===== config.mk =====
export PLATFORM = sky130hd
export DESIGN_NAME = ibwt_decode
export DESIGN_NICKNAME = d
export VERILOG_FILES = /design/src/rtl/ibwt_pkg.sv /design/src/rtl/ibwt_lf_rank.sv /design/src/rtl/ibwt_decode.sv
export SDC_FILE = /design/constraint.sdc
export NUM_CORES = 1
export LEC_CHECK = 0
export BUFFER_PORTS_ARGS = -buffer_cell sky130_fd_sc_hd__buf_4
export CAP_MARGIN = 10
export CORE_MARGIN = 2
export CORE_UTILIZATION = 40
export DETAILED_ROUTE_END_ITERATION = 16
export GPL_ROUTABILITY_DRIVEN = 1
export RECOVER_POWER = 50
export SLEW_MARGIN = 25
export SYNTH_ARGS = -nofsm -noshare
export SYNTH_HDL_FRONTEND = slang
export SYNTH_SLANG_ARGS = --single-unit

===== constraint.sdc =====
create_clock -name clk -period 5.2 [get_ports clk]
set_input_delay 1.04 -clock clk [delete_from_list [all_inputs] [get_ports clk]]
set_output_delay 1.04 -clock clk [all_outputs]
set_load 0.02 [all_outputs]

===== src/rtl/ibwt_pkg.sv =====
// Shared types and defaults for the inverse Burrows-Wheeler decoder and its encoder sibling.
package ibwt_pkg;

    localparam int N_DEF = 4;
    localparam int W_DEF = 8;

    typedef enum logic [1:0] {
        IDLE = 2'd0,
        RANK = 2'd1,
        WALK = 2'd2,
        DONE = 2'd3
    } ibwt_state_t;

    typedef logic [W_DEF-1:0] sym_t;

endpackage


===== src/rtl/ibwt_lf_rank.sv =====
// Combinational LF mapping for one row: symbols strictly smaller than L[idx]
// plus equal symbols that appear earlier in L.
module ibwt_lf_rank
    import ibwt_pkg::*;
#(
    parameter int N     = N_DEF,
    parameter int W     = W_DEF,
    parameter int IDX_W = $clog2(N) + 1
) (
    input  logic [W-1:0]     l [0:N-1],
    input  logic [IDX_W-1:0] idx,
    output logic [IDX_W-1:0] rank
);

    logic [W-1:0] sel;

    always_comb begin
        sel = '0;
        for (int j = 0; j < N; j++) begin
            if (IDX_W'(j) == idx) sel = l[j];
        end
    end

    // One comparator per position; ties are broken by position so equal symbols keep their order.
    always_comb begin
        rank = '0;
        for (int j = 0; j < N; j++) begin
            if ((l[j] < sel) || ((l[j] == sel) && (IDX_W'(j) < idx))) begin
                rank = rank + IDX_W'(1);
            end
        end
    end

endmodule


===== src/rtl/ibwt_decode.sv =====
// Inverse BWT decoder: ranks the captured last column into an LF table, then
// walks LF from the primary index to rebuild the original string back to front.
//
// state | meaning
// IDLE  | waiting for start; bad primary index pulses err
// RANK  | one LF entry per cycle, i = 0 .. N-1
// WALK  | one output symbol per cycle, k = N-1 down to 0
// DONE  | done pulse, busy drops, back to IDLE
module ibwt_decode
    import ibwt_pkg::*;
#(
    parameter int N     = N_DEF,
    parameter int W     = W_DEF,
    parameter int IDX_W = $clog2(N) + 1
) (
    input  logic             clk,
    input  logic             rst,
    input  logic             start,
    input  logic [W-1:0]     data_in [0:N-1],
    input  logic [IDX_W-1:0] primary_idx,
    output logic [W-1:0]     data_out [0:N-1],
    output logic             busy,
    output logic             done,
    output logic             err
);

    localparam logic [IDX_W-1:0] LAST = IDX_W'(N - 1);
    localparam logic [IDX_W-1:0] NUM  = IDX_W'(N);

    ibwt_state_t      state_q, state_d;
    logic [IDX_W-1:0] i_q, i_d;
    logic [IDX_W-1:0] p_q, p_d;
    logic             busy_q, busy_d;
    logic             done_q, done_d;
    logic             err_q, err_d;
    logic [W-1:0]     l_q    [0:N-1];
    logic [W-1:0]     l_d    [0:N-1];
    logic [IDX_W-1:0] lf_q   [0:N-1];
    logic [IDX_W-1:0] lf_d   [0:N-1];
    logic [W-1:0]     out_q  [0:N-1];
    logic [W-1:0]     out_d  [0:N-1];
    logic [W-1:0]     dout_q [0:N-1];
    logic [W-1:0]     dout_d [0:N-1];

    logic [IDX_W-1:0] rank_val;
    logic [W-1:0]     l_at_p;
    logic [IDX_W-1:0] lf_at_p;

    ibwt_lf_rank #(.N(N), .W(W), .IDX_W(IDX_W)) u_rank (
        .l    (l_q),
        .idx  (i_q),
        .rank (rank_val)
    );

    always_comb begin
        l_at_p  = '0;
        lf_at_p = '0;
        for (int j = 0; j < N; j++) begin
            if (IDX_W'(j) == p_q) begin
                l_at_p  = l_q[j];
                lf_at_p = lf_q[j];
            end
        end
    end

    always_comb begin
        state_d = state_q;
        i_d     = i_q;
        p_d     = p_q;
        busy_d  = busy_q;
        done_d  = 1'b0;
        err_d   = 1'b0;
        l_d     = l_q;
        lf_d    = lf_q;
        out_d   = out_q;
        dout_d  = dout_q;
        case (state_q)
            IDLE: begin
                if (start) begin
                    if (primary_idx < NUM) begin
                        l_d     = data_in;
                        p_d     = primary_idx;
                        i_d     = '0;
                        busy_d  = 1'b1;
                        state_d = RANK;
                    end else begin
                        err_d = 1'b1;
                    end
                end
            end
            RANK: begin
                for (int j = 0; j < N; j++) begin
                    if (IDX_W'(j) == i_q) lf_d[j] = rank_val;
                end
                if (i_q == LAST) begin
                    state_d = WALK;
                end else begin
                    i_d = i_q + IDX_W'(1);
                end
            end
            WALK: begin
                for (int j = 0; j < N; j++) begin
                    if (IDX_W'(j) == i_q) out_d[j] = l_at_p;
                end
                p_d = lf_at_p;
                if (i_q == '0) begin
                    // Publish together with the last symbol so data_out is valid while done is high.
                    dout_d  = out_d;
                    done_d  = 1'b1;
                    state_d = DONE;
                end else begin
                    i_d = i_q - IDX_W'(1);
                end
            end
            DONE: begin
                busy_d  = 1'b0;
                state_d = IDLE;
            end
            default: state_d = IDLE;
        endcase
    end

    always_ff @(posedge clk) begin
        if (rst) begin
            state_q <= IDLE;
            i_q     <= '0;
            p_q     <= '0;
            busy_q  <= 1'b0;
            done_q  <= 1'b0;
            err_q   <= 1'b0;
            for (int j = 0; j < N; j++) begin
                out_q[j]  <= '0;
                dout_q[j] <= '0;
            end
        end else begin
            state_q <= state_d;
            i_q     <= i_d;
            p_q     <= p_d;
            busy_q  <= busy_d;
            done_q  <= done_d;
            err_q   <= err_d;
            out_q   <= out_d;
            dout_q  <= dout_d;
        end
    end

    // Working storage is always rewritten before use, so it carries no reset.
    always_ff @(posedge clk) begin
        l_q  <= l_d;
        lf_q <= lf_d;
    end

    assign data_out = dout_q;
    assign busy     = busy_q;
    assign done     = done_q;
    assign err      = err_q;

endmodule


==> impl_metrics.ini, run 1 <==
[global_route]
grt_pass1_wl_mm = 20.5
grt_max_degree = 68
antenna_found_initial = 0
grt_use_total_pct = 17.7
grt_pass1_vias = 4016
overflow = 0

[floorplan]
ios = 73
num_rows = 43
die_w_um = 123
start_util_pct = 40.7
die-area_mm2 = 0.0150
fp.coreArea_mm2 = 0.0138
die_y_um = 123

[place]
place_inst = 777
place_congestion = 0.872
dp_hpwl_mm = 9.18
port_buffers = 72
dp_slack_ps = 828

[cts]
cts_buffer_depth = 2
numCtsBuffers = 9
cts_tree = built
cts.repair.resized = 0
cts.sinks = 111
postCtsHoldBufs = 0
worstSkewPairLatency_ps = 360
post-cts-setup-buffers = 0
htreeDepth = 3
cts-root-buf = clkbuf_16
clkSlewWorstSetupHoldPaths_ps = 80

[worst_setup_path]
worstPathMaxFanout = 17
worstSetupPathType = register to register
rr_worst_depth = 18
cp.required_ps = 5350
r2r-start = i_q[1]$_SDFFE_PP0P_
startpoint = i_q[1]$_SDFFE_PP0P_
r2r-end = lf_q[8]$_DFFE_PP_
cp.arrival_ps = 4520
cp-start-kind = register
crit_end = lf_q[8]$_DFFE_PP_
end_kind = register
rrSetupSlack_ps = 830

[synthesis]
async_flop_share_pct = 0
yosysWarnings = 0
synth_fp_nets = 638
syn_avg_cell_area_um2 = 10.1
synth.yosys.seq_area_share_pct = 47.3
synth_edf_count = 44
ys_ff_latch = 111
synthFlopType = dfxtp_1
post_synth_num_cell_types = 49
synthCells = 556
synth_area_mm2 = 0.00563

[power_and_ir_drop]
total_power_uw = 3030
max-vdd-ir-drop_mv = 0.186
powerDensity_mw_per_mm2 = 468
leakagePower_uw = 0.00229

[run_status]
status = complete, but fails checks
violations = max-capacitance violations, max-slew violations

[sta]
fin_skew_ps = 13.6
setup-tns-final_ps = 0
setup-violations-final = 0
timing.final.hold_violations = 0
grt_setup_unrepaired = false
slew_headroom_pct = -89.8
finalCritPeriodShare_pct = 84.0
period_needed_ps = 4370
fmax_ghz = 0.229
slew_viol_final = 102
worstMarginPinSlew_ps = 2850
timing.hold.ws_ps = 457
setup_slack_ps = 834

[drt]
routed_wl_mm = 12.6
num_vias = 4173
routedWlPerCell_um = 15.9
dr.pass1.iters = 4
antenna_left = 0
routed_via_density = 5.26
drc = 0
drt_iter0_markers = 220

[finish]
area_growth_pct = 14.8
n_antenna_cell = 0
final_cell_count_no_fill = 793
drive_above_1_share_pct = 13.5
final_nets = 690

[run]
cap_violations = 2

[hold_path]
hp-class = register to register
-- worst max-delay path, cell delays in order (launching register included) --
cell and delay [ps]:
dfxtp_1 350, inv_1 130, ha_1 560, nor2_1 100, a21oi_1 120, o21ai_0 80
a22oi_1 370, ha_1 320, nor2b_1 130, o211ai_1 140, a21boi_0 100, o21ai_0 160
a21oi_1 110, or2_2 300, ha_1 350, xor2_2 210, ha_1 200, nor2b_1 130
xnor2_1 300
-- power breakdown --
part,switching (uW),internal [uW]
logic,687,444
registers,99.8,1110
clock network,325,363
-- metrics by stage --
step	utilization [%]	cell area, um2
2_1_floorplan	-	5630
3_3_place_gp	45.4	6280
3_5_place_dp	45.4	6280
4_1_cts	47.6	6580
5_1_grt	46.7	6460
6_report	46.7	6460
-- cell usage after synthesis, drive strengths merged (2+ instances only) --
| cell | count | area, um2 |
|---|---|---|
| o31ai | 2 | 28.8 |
| and2 | 4 | 25.0 |
| nand4 | 7 | 43.8 |
| buf | 16 | 82.6 |
| o31a | 2 | 17.5 |
| or3 | 3 | 23.8 |
| mux2 | 2 | 26.3 |
| a221oi | 2 | 17.5 |
| nor2b | 9 | 56.3 |
| ha | 44 | 551 |
| and2b | 7 | 52.6 |
| nand2 | 68 | 255 |
| xnor2 | 2 | 17.5 |
| or2 | 2 | 12.5 |
| o211ai | 2 | 15.0 |
| nor3 | 3 | 15.0 |
| mux2i | 26 | 260 |
| nand3 | 28 | 140 |
| mux4 | 11 | 248 |
| a22oi | 8 | 60.1 |
| nand2b | 2 | 12.5 |
| nor2 | 47 | 184 |
| a211oi | 28 | 210 |
| a21o | 2 | 15.0 |
| clkbuf | 20 | 75.1 |
| dfxtp | 67 | 1340 |
| inv | 14 | 52.6 |
| o21ai | 19 | 95.1 |
| a21oi | 52 | 260 |
| xor2 | 3 | 33.8 |
| edfxtp | 44 | 1320 |
-- routing by layer --
layer	GRT usage, %	vias to the layer above	part of all wire (%)
li1	-	2114	-
met1	23.0	1940	46
met2	28.9	93	47
met3	2.83	26	4.1
met4	8.26	0	2.9
met5	0	-	0
-- registers in the layout, summed over array words and instances (netlist names), 2 cells and up --
name / flops
data_out: 32
lf_q: 12
i_q: 3
l_q: 32
state_q: 2
p_q: 3
out_q: 24
-- placed cells by master (no fill, tap or decap), types with 3 or more instances in the layout --
cell type	instances
nand2_1	68
a21oi_1	52
clkbuf_1	32
ha_1	44
a211oi_1	28
o21ai_0	19
nor2_1	45
and2_1	3
inv_1	14
nor3_1	3
dfxtp_1	67
nor2b_1	9
mux2i_1	26
clkbuf_4	32
nand3_1	28
clkbuf_16	10
a22oi_1	8
nand4_1	7
mux4_2	11
buf_4	14
and2b_1	7
edfxtp_1	44
-- how the worst min path moves through the flow --
stage                             endpoint  slack [ps]  cells after the start                   start
floorplan            out_q[0]$_SDFFE_PP0P_         440                      2   out_q[0]$_SDFFE_PP0P_
global route         out_q[7]$_SDFFE_PP0P_         470                      2   out_q[7]$_SDFFE_PP0P_
global placement     out_q[5]$_SDFFE_PP0P_         440                      2   out_q[5]$_SDFFE_PP0P_
CTS                  out_q[1]$_SDFFE_PP0P_         460                      2   out_q[1]$_SDFFE_PP0P_
detailed placement   out_q[1]$_SDFFE_PP0P_         450                      2   out_q[1]$_SDFFE_PP0P_
finish              out_q[20]$_SDFFE_PP0P_         460                      2  out_q[20]$_SDFFE_PP0P_
-- logic make-up (layout without fill, tap and decap cells) --
family,after synthesis,in the layout,synth area share (%)
fa+ha+maj,44,44,9.78
xor+xnor,5,5,0.912
flops,111,111,47.3
simple gates,185,185,15.3
mux,39,39,9.49
buf+inv,50,107,3.73
compound gates,122,122,13.5
-- area by class of cell --
type	count	area [um2]
clock buffer	11	254
clock inverter	5	43.8
fill	1329	7370
inverter	14	52.6
multi-input combinational	395	2760
sequential	111	2660
tap	180	225
timing repair buffer	77	462
(Power assumes the default switching activity.)
==> inputs of run 2 (changes only) <==
--- a/config.mk
+++ b/config.mk
@@ -5,6 +5,7 @@
 export SDC_FILE = /design/constraint.sdc
 export NUM_CORES = 1
 export LEC_CHECK = 0
+export ABC_AREA = 1
 export BUFFER_PORTS_ARGS = -buffer_cell sky130_fd_sc_hd__buf_4
 export CAP_MARGIN = 10
 export CORE_MARGIN = 2
==> constraint.sdc (replaced) <==
create_clock -name clk -period 3.7 [get_ports clk]
set_input_delay 0.74 -clock clk [delete_from_list [all_inputs] [get_ports clk]]
set_output_delay 0.74 -clock clk [all_outputs]
set_load 0.02 [all_outputs]
==> run 2 against run 1 <==
- the flow still finishes with violations (max-capacitance violations, max-slew violations)
- clock skew shrank 2.3 ps
- die area grew 5.3%
- first-iteration DRC count grew 65%
- cell count grew 30%
- cell area grew 10%
- utilization grew 2.4 points
- sequential power grew 50%
- critical path depth grew 5
- non-clock buffer count grew 27
- critical endpoint is now lf_q[10]$_DFFE_PP_
==> impl_metrics.ini, run 2 <==
[run_status]
status = complete, but fails checks
violations = max-capacitance violations, max-slew violations

[synthesis]
synth_area_mm2 = 0.00594
synth.yosys.seq_area_share_pct = 44.9
synth_edf_count = 44
async_flop_share_pct = 0
synth.most_common_cell = nand2_1
synth_top_cell_by_area = dfxtp_1
synthCells = 758
netlist.area_leader.share_pct = 22.6
synth_top_cells_by_count = 255 x nand2_1, 89 x inv_1, 67 x dfxtp_1, 65 x nand3_1, 52 x a21oi_1
synthFlopType = dfxtp_1
post_synth_num_cell_types = 40
syn_avg_cell_area_um2 = 7.83
synth_fp_nets = 840
yosys-top-cells-area = dfxtp_1 23%, edfxtp_1 22%, nand2_1 16%
yosysWarnings = 0
ys_ff_latch = 111

[sta]
period_needed_ps = 3600
finalCritPeriodShare_pct = 97.3
slew_headroom_pct = -9.21
timing.final.hold_violations = 0
timing.hold.ws_ps = 447
slew_viol_final = 41
fin_skew_ps = 11.3
worstMarginPinSlew_ps = 1640
setup-violations-final = 0
setup-tns-final_ps = 0
fmax_ghz = 0.278

[cts]
cts_tree = built
cts.sinks = 111
htreeDepth = 3
clkSlewWorstSetupHoldPaths_ps = 80
worstSkewPairLatency_ps = 360
cts-root-buf = clkbuf_16
numCtsBuffers = 9
cts_buffer_depth = 2
postCtsHoldBufs = 0

[drt]
drt_iter0_markers = 364
drc = 0
routed_via_density = 5.05
dr.pass1.iters = 6
num_vias = 5216
routed_wl_mm = 14.9
routedWlPerCell_um = 14.5
antenna_left = 0

[place]
port_buffers = 72
dp_hpwl_mm = 10.7
place_congestion = 0.895

[worst_setup_path]
cp.required_ps = 3810
rr_worst_depth = 23
max_stage_delay_ps = 350
r2r-end = lf_q[10]$_DFFE_PP_
end_kind = register
rrSetupSlack_ps = 100
worstSetupPathType = register to register
cp_slowest_cell = dfxtp_2
cp-start-kind = register
r2r-start = i_q[1]$_SDFFE_PP0P_
startpoint = i_q[1]$_SDFFE_PP0P_
cpMostUsedCell = inv_1
worstPathCellList = inv_2 -> ha_2 -> nand2_2 -> clkinvlp_4 -> buf_6 -> a22oi_1 -> nor2_1 -> o22ai_2 -> buf_4 -> ha_1 -> nand4_1 -> inv_1 -> o31ai_1 -> a21oi_2 -> buf_4 -> ha_4 -> inv_1 -> nand3_1 -> nand2_1 -> inv_1 -> ha_2 -> nand2_1 -> nand2_2
cp.arrival_ps = 3710
worstPathMaxFanout = 8

[finish]
final_nets = 925
area_growth_pct = 20.2
layout_common_cells = 252 x nand2_1, 85 x inv_1, 65 x nand3_1
n_antenna_cell = 0
drive_above_1_share_pct = 18.5
mostFrequentLayoutCell = nand2_1

[power_and_ir_drop]
max-vdd-ir-drop_mv = 0.354
leakagePower_uw = 0.00336
powerDensity_mw_per_mm2 = 924

[global_route]
grt_max_degree = 41
grt_pass1_vias = 5144
grt_pass1_wl_mm = 24.4
overflow = 0
grt_use_total_pct = 19.2
antenna_found_initial = 0

[floorplan]
ios = 73
die_w_um = 126
die-area_mm2 = 0.0158
start_util_pct = 40.8
num_rows = 44
fp.coreArea_mm2 = 0.0145
die_y_um = 126

[run]
cap_violations = 1

[hold_path]
hp-class = register to register
min_from = data_out[28]$_SDFFE_PP0P_
holdPathStages = 2
hold_end = data_out[28]$_SDFFE_PP0P_
[run 2: per-stage QoR]
| stage | util [%] | instances | total power, uW | worst slack [ps] | area [um2] |
|---|---|---|---|---|---|
| after floorplan | - | 758 | 4230 | 319 | 5940 |
| after global placement | 46.5 | 1008 | 5270 | 105 | 6750 |
| final | 49.1 | 1032 | 6600 | 99.8 | 7140 |
| after detailed placement | 46.5 | 1008 | 5370 | -46.9 | 6750 |
| after global routing | 49.1 | 1032 | 7200 | -76.2 | 7140 |
| after CTS | 48.4 | 1024 | 6330 | 25.0 | 7030 |
[run 2: area by class of cell]
type | instances | area [um2]
fill | 1443 | 7400
clock inverter | 5 | 32.5
sequential | 111 | 2670
inverter | 95 | 363
multi-input combinational | 522 | 2880
tap | 184 | 230
timing repair buffer | 104 | 722
clock buffer | 11 | 243
[run 2: cells by family (layout without fill, tap and decap cells)]
| logic type | after synthesis | in the layout | share of synthesized area [%] |
|---|---|---|---|
| adders and majority gates | 44 | 44 | 9.27 |
| buffers and inverters | 125 | 215 | 8.52 |
| and+or+nand+nor | 384 | 384 | 28.5 |
| xor gates and xnor gates | 2 | 2 | 0.295 |
| DFF | 111 | 111 | 44.9 |
| AOI/OAI and AO/OA | 92 | 92 | 8.60 |
[run 2: worst max path at each step]
stage,to,cells past startpoint
after floorplan,lf_q[10]$_DFFE_PP_,24
after global placement,lf_q[10]$_DFFE_PP_,25
after detailed placement,lf_q[1]$_DFFE_PP_,25
after CTS,lf_q[10]$_DFFE_PP_,25
after global routing,lf_q[10]$_DFFE_PP_,22
final,lf_q[10]$_DFFE_PP_,23
[run 2: critical path: cells and delay by family (launching register included)]
| family | cells | cell delay (ps) |
|---|---|---|
| buffers and inverters | 8 | 940 |
| adders and majority gates | 4 | 920 |
| and+or+nand+nor | 7 | 640 |
| AOI/OAI and AO/OA | 4 | 500 |
| DFF | 1 | 350 |
[run 2: layer usage]
layer | global-route usage, % | wire (um) | up-vias
met2 | 30.3 | 6890 | 135
met4 | 10.3 | 510 | 0
met1 | 24.9 | 6760 | 2397
li1 | - | - | 2641
met5 | 0 | 0 | -
met3 | 3.70 | 766 | 43
[run 2: power breakdown]
part           internal, uW  switching [uW]
registers              1660             152
logic                  1500            2360
clock network           477             455
total                  3630            2960
[run 2: timing repair]
item	CTS	global route
pin swaps	0	12
setup endpoints to repair	8	12
gates resized for setup	1	34
setup buffers	0	9
cloned	0	0
==> inputs of run 3 (changes only) <==
--- a/config.mk
+++ b/config.mk
@@ -12,6 +12,7 @@
 export CORE_UTILIZATION = 40
 export DETAILED_ROUTE_END_ITERATION = 16
 export GPL_ROUTABILITY_DRIVEN = 1
+export PLACE_DENSITY = 0.61
 export RECOVER_POWER = 50
 export SLEW_MARGIN = 25
 export SYNTH_ARGS = -nofsm -noshare
==> run 3 against run 2 <==
- clock skew rose by 2.5 ps
- cell area decreased by 1.8%
- highest routed layer unchanged
- critical endpoint is now lf_q[4]$_DFFE_PP_
- critical path depth is 3 lower
- worst hold slack improved by 1.5 ps
- the run still ends with max-capacitance violations, max-slew violations left
- power fell by 3.7%
- clock power decreased by 1%
==> impl_metrics.ini, run 3 (synthesis results as in run 2) <==
[hold_path]
hp-class = register to register
holdPathStages = 2
min_from = data_out[28]$_SDFFE_PP0P_
hold_end = data_out[28]$_SDFFE_PP0P_

[sta]
setup_slack_ps = 170
worstMarginPinSlew_ps = 1790
period_needed_ps = 3530
slew_headroom_pct = -19.7
fmax_ghz = 0.283
fin_skew_ps = 13.7
timing.final.hold_violations = 0
setup-violations-final = 0
finalCritPeriodShare_pct = 95.4
slew_viol_final = 75

[finish]
drive_above_1_share_pct = 14.9
design_area_mm2 = 0.00701
n_antenna_cell = 0
mostFrequentLayoutCell = nand2_1
final_cell_count_no_fill = 1027
multi_input_area_mm2 = 0.00287
seqCellArea_mm2 = 0.00266
n_fill_cell = 1478
fin_util_pct = 48.2
final_nets = 920
area_growth_pct = 18.0
layout_common_cells = 253 x nand2_1, 86 x inv_1, 66 x dfxtp_1

[place]
dp_slack_ps = 44.2
dp_hpwl_mm = 9.98
place_congestion = 0.828
place_inst = 1006
placed_area_mm2 = 0.00673
port_buffers = 72

[run]
cap_violations = 2

[floorplan]
num_rows = 44
ios = 73
die_w_um = 126
die_y_um = 126
fp.coreArea_mm2 = 0.0145
die-area_mm2 = 0.0158
start_util_pct = 40.8

[drt]
drc = 0
antenna_left = 0
routed_wl_mm = 14.4
wl_met2_mm = 6.31
routedWlPerCell_um = 14.0
wl_met1_mm = 7.11
top_layer_used = met4
routed_via_density = 4.88
dr_wl_met3_um = 664
drt_iter0_markers = 263
dr.pass1.iters = 4
num_vias = 5011

[worst_setup_path]
cp_num_buf_inv = 5
cp.arrival_ps = 3630
rr_worst_depth = 20
cp.required_ps = 3800
worstPathMaxFanout = 6
worstSetupPathType = register to register
r2r-end = lf_q[4]$_DFFE_PP_
r2r-start = i_q[1]$_SDFFE_PP0P_
cp_slowest_cell = ha_1
critPathTopFamily = adder cells
rrSetupSlack_ps = 170
worstPathCellList = buf_4 -> ha_1 -> nand2_2 -> clkinvlp_4 -> clkbuf_4 -> nor2_1 -> o22ai_2 -> ha_1 -> nand3_2 -> nor2_1 -> o31ai_2 -> a21oi_2 -> ha_1 -> inv_1 -> nand3_1 -> nand2_1 -> inv_1 -> ha_1 -> nand2_1 -> nand2_1
cpMostUsedCell = ha_1
max_stage_delay_ps = 350
end_kind = register
cp-start-kind = register

[global_route]
grt_pass1_vias = 4767
grt_use_total_pct = 18.4
overflow = 0
grt_max_degree = 41
grt_pass1_wl_mm = 23.3
antenna_found_initial = 0

[cts]
cts_tree = built
htreeDepth = 3
cts_buffer_depth = 2
cts-root-buf = clkbuf_16
clkSlewWorstSetupHoldPaths_ps = 80
worstSkewPairLatency_ps = 360
cts.sinks = 111
numCtsBuffers = 9

[run_status]
violations = max-capacitance violations, max-slew violations
status = complete, but fails checks

[power_and_ir_drop]
leakagePower_uw = 0.00326
max-vdd-ir-drop_mv = 0.442
powerDensity_mw_per_mm2 = 907
==> run 3: per-stage QoR <==
step	TNS [ps]	hold WS (ps)	power, uW
after floorplan	0	479	4230
after global placement	0	436	5220
after detailed placement	0	443	5240
after CTS	0	455	6180
after global routing	-85.2	479	6970
final	0	449	6350
==> run 3: worst register-to-register path, stage by stage (launching register included) <==
cell and delay, ps:
dfxtp_1 320, buf_4 150, ha_1 180, nand2_2 100
clkinvlp_4 110, clkbuf_4 190, nor2_1 160, o22ai_2 140
ha_1 350, nand3_2 110, nor2_1 60, o31ai_2 270
a21oi_2 100, ha_1 340, inv_1 60, nand3_1 90
nand2_1 90, inv_1 40, ha_1 260, nand2_1 60
nand2_1 80
==> run 3: power by group <==
group | leakage [uW] | switching [uW] | total, uW | internal, uW
registers | 0.000951 | 140 | 1800 | 1660
clock network | 0.000137 | 459 | 921 | 462
logic | 0.00217 | 2280 | 3630 | 1340
==> run 3: worst max-delay path by stage <==
stage,startpoint,to,slack [ps],cells after the start
2_1_floorplan,i_q[0]$_SDFFE_PP0P_,lf_q[10]$_DFFE_PP_,320,24
3_3_place_gp,i_q[0]$_SDFFE_PP0P_,lf_q[1]$_DFFE_PP_,130,25
3_5_place_dp,i_q[0]$_SDFFE_PP0P_,lf_q[4]$_DFFE_PP_,40,25
4_1_cts,i_q[0]$_SDFFE_PP0P_,lf_q[4]$_DFFE_PP_,30,25
5_1_grt,i_q[1]$_SDFFE_PP0P_,lf_q[4]$_DFFE_PP_,-30,21
6_report,i_q[1]$_SDFFE_PP0P_,lf_q[4]$_DFFE_PP_,170,20
==> run 3: area by class of cell <==
cell class / count / share of cell area, %
inverter: 95 / 5.18
multi-input combinational: 522 / 40.9
clock buffer: 10 / 3.27
sequential: 111 / 38.0
timing repair buffer: 99 / 8.75
tap: 184 / 3.29
clock inverter: 6 / 0.589
==> run 3: repair_timing <==
item / in CTS / in global routing
hold buffers: 0 / 0
setup endpoints to repair: 0 / 12
resized for setup: 0 / 25
setup buffers: 0 / 5
==> run 3: layer usage <==
metal / vias up / GRT usage (%)
met5: - / 0
met4: 0 / 6.98
met3: 18 / 3.48
met2: 89 / 28.5
met1: 2285 / 25.7
li1: 2619 / -
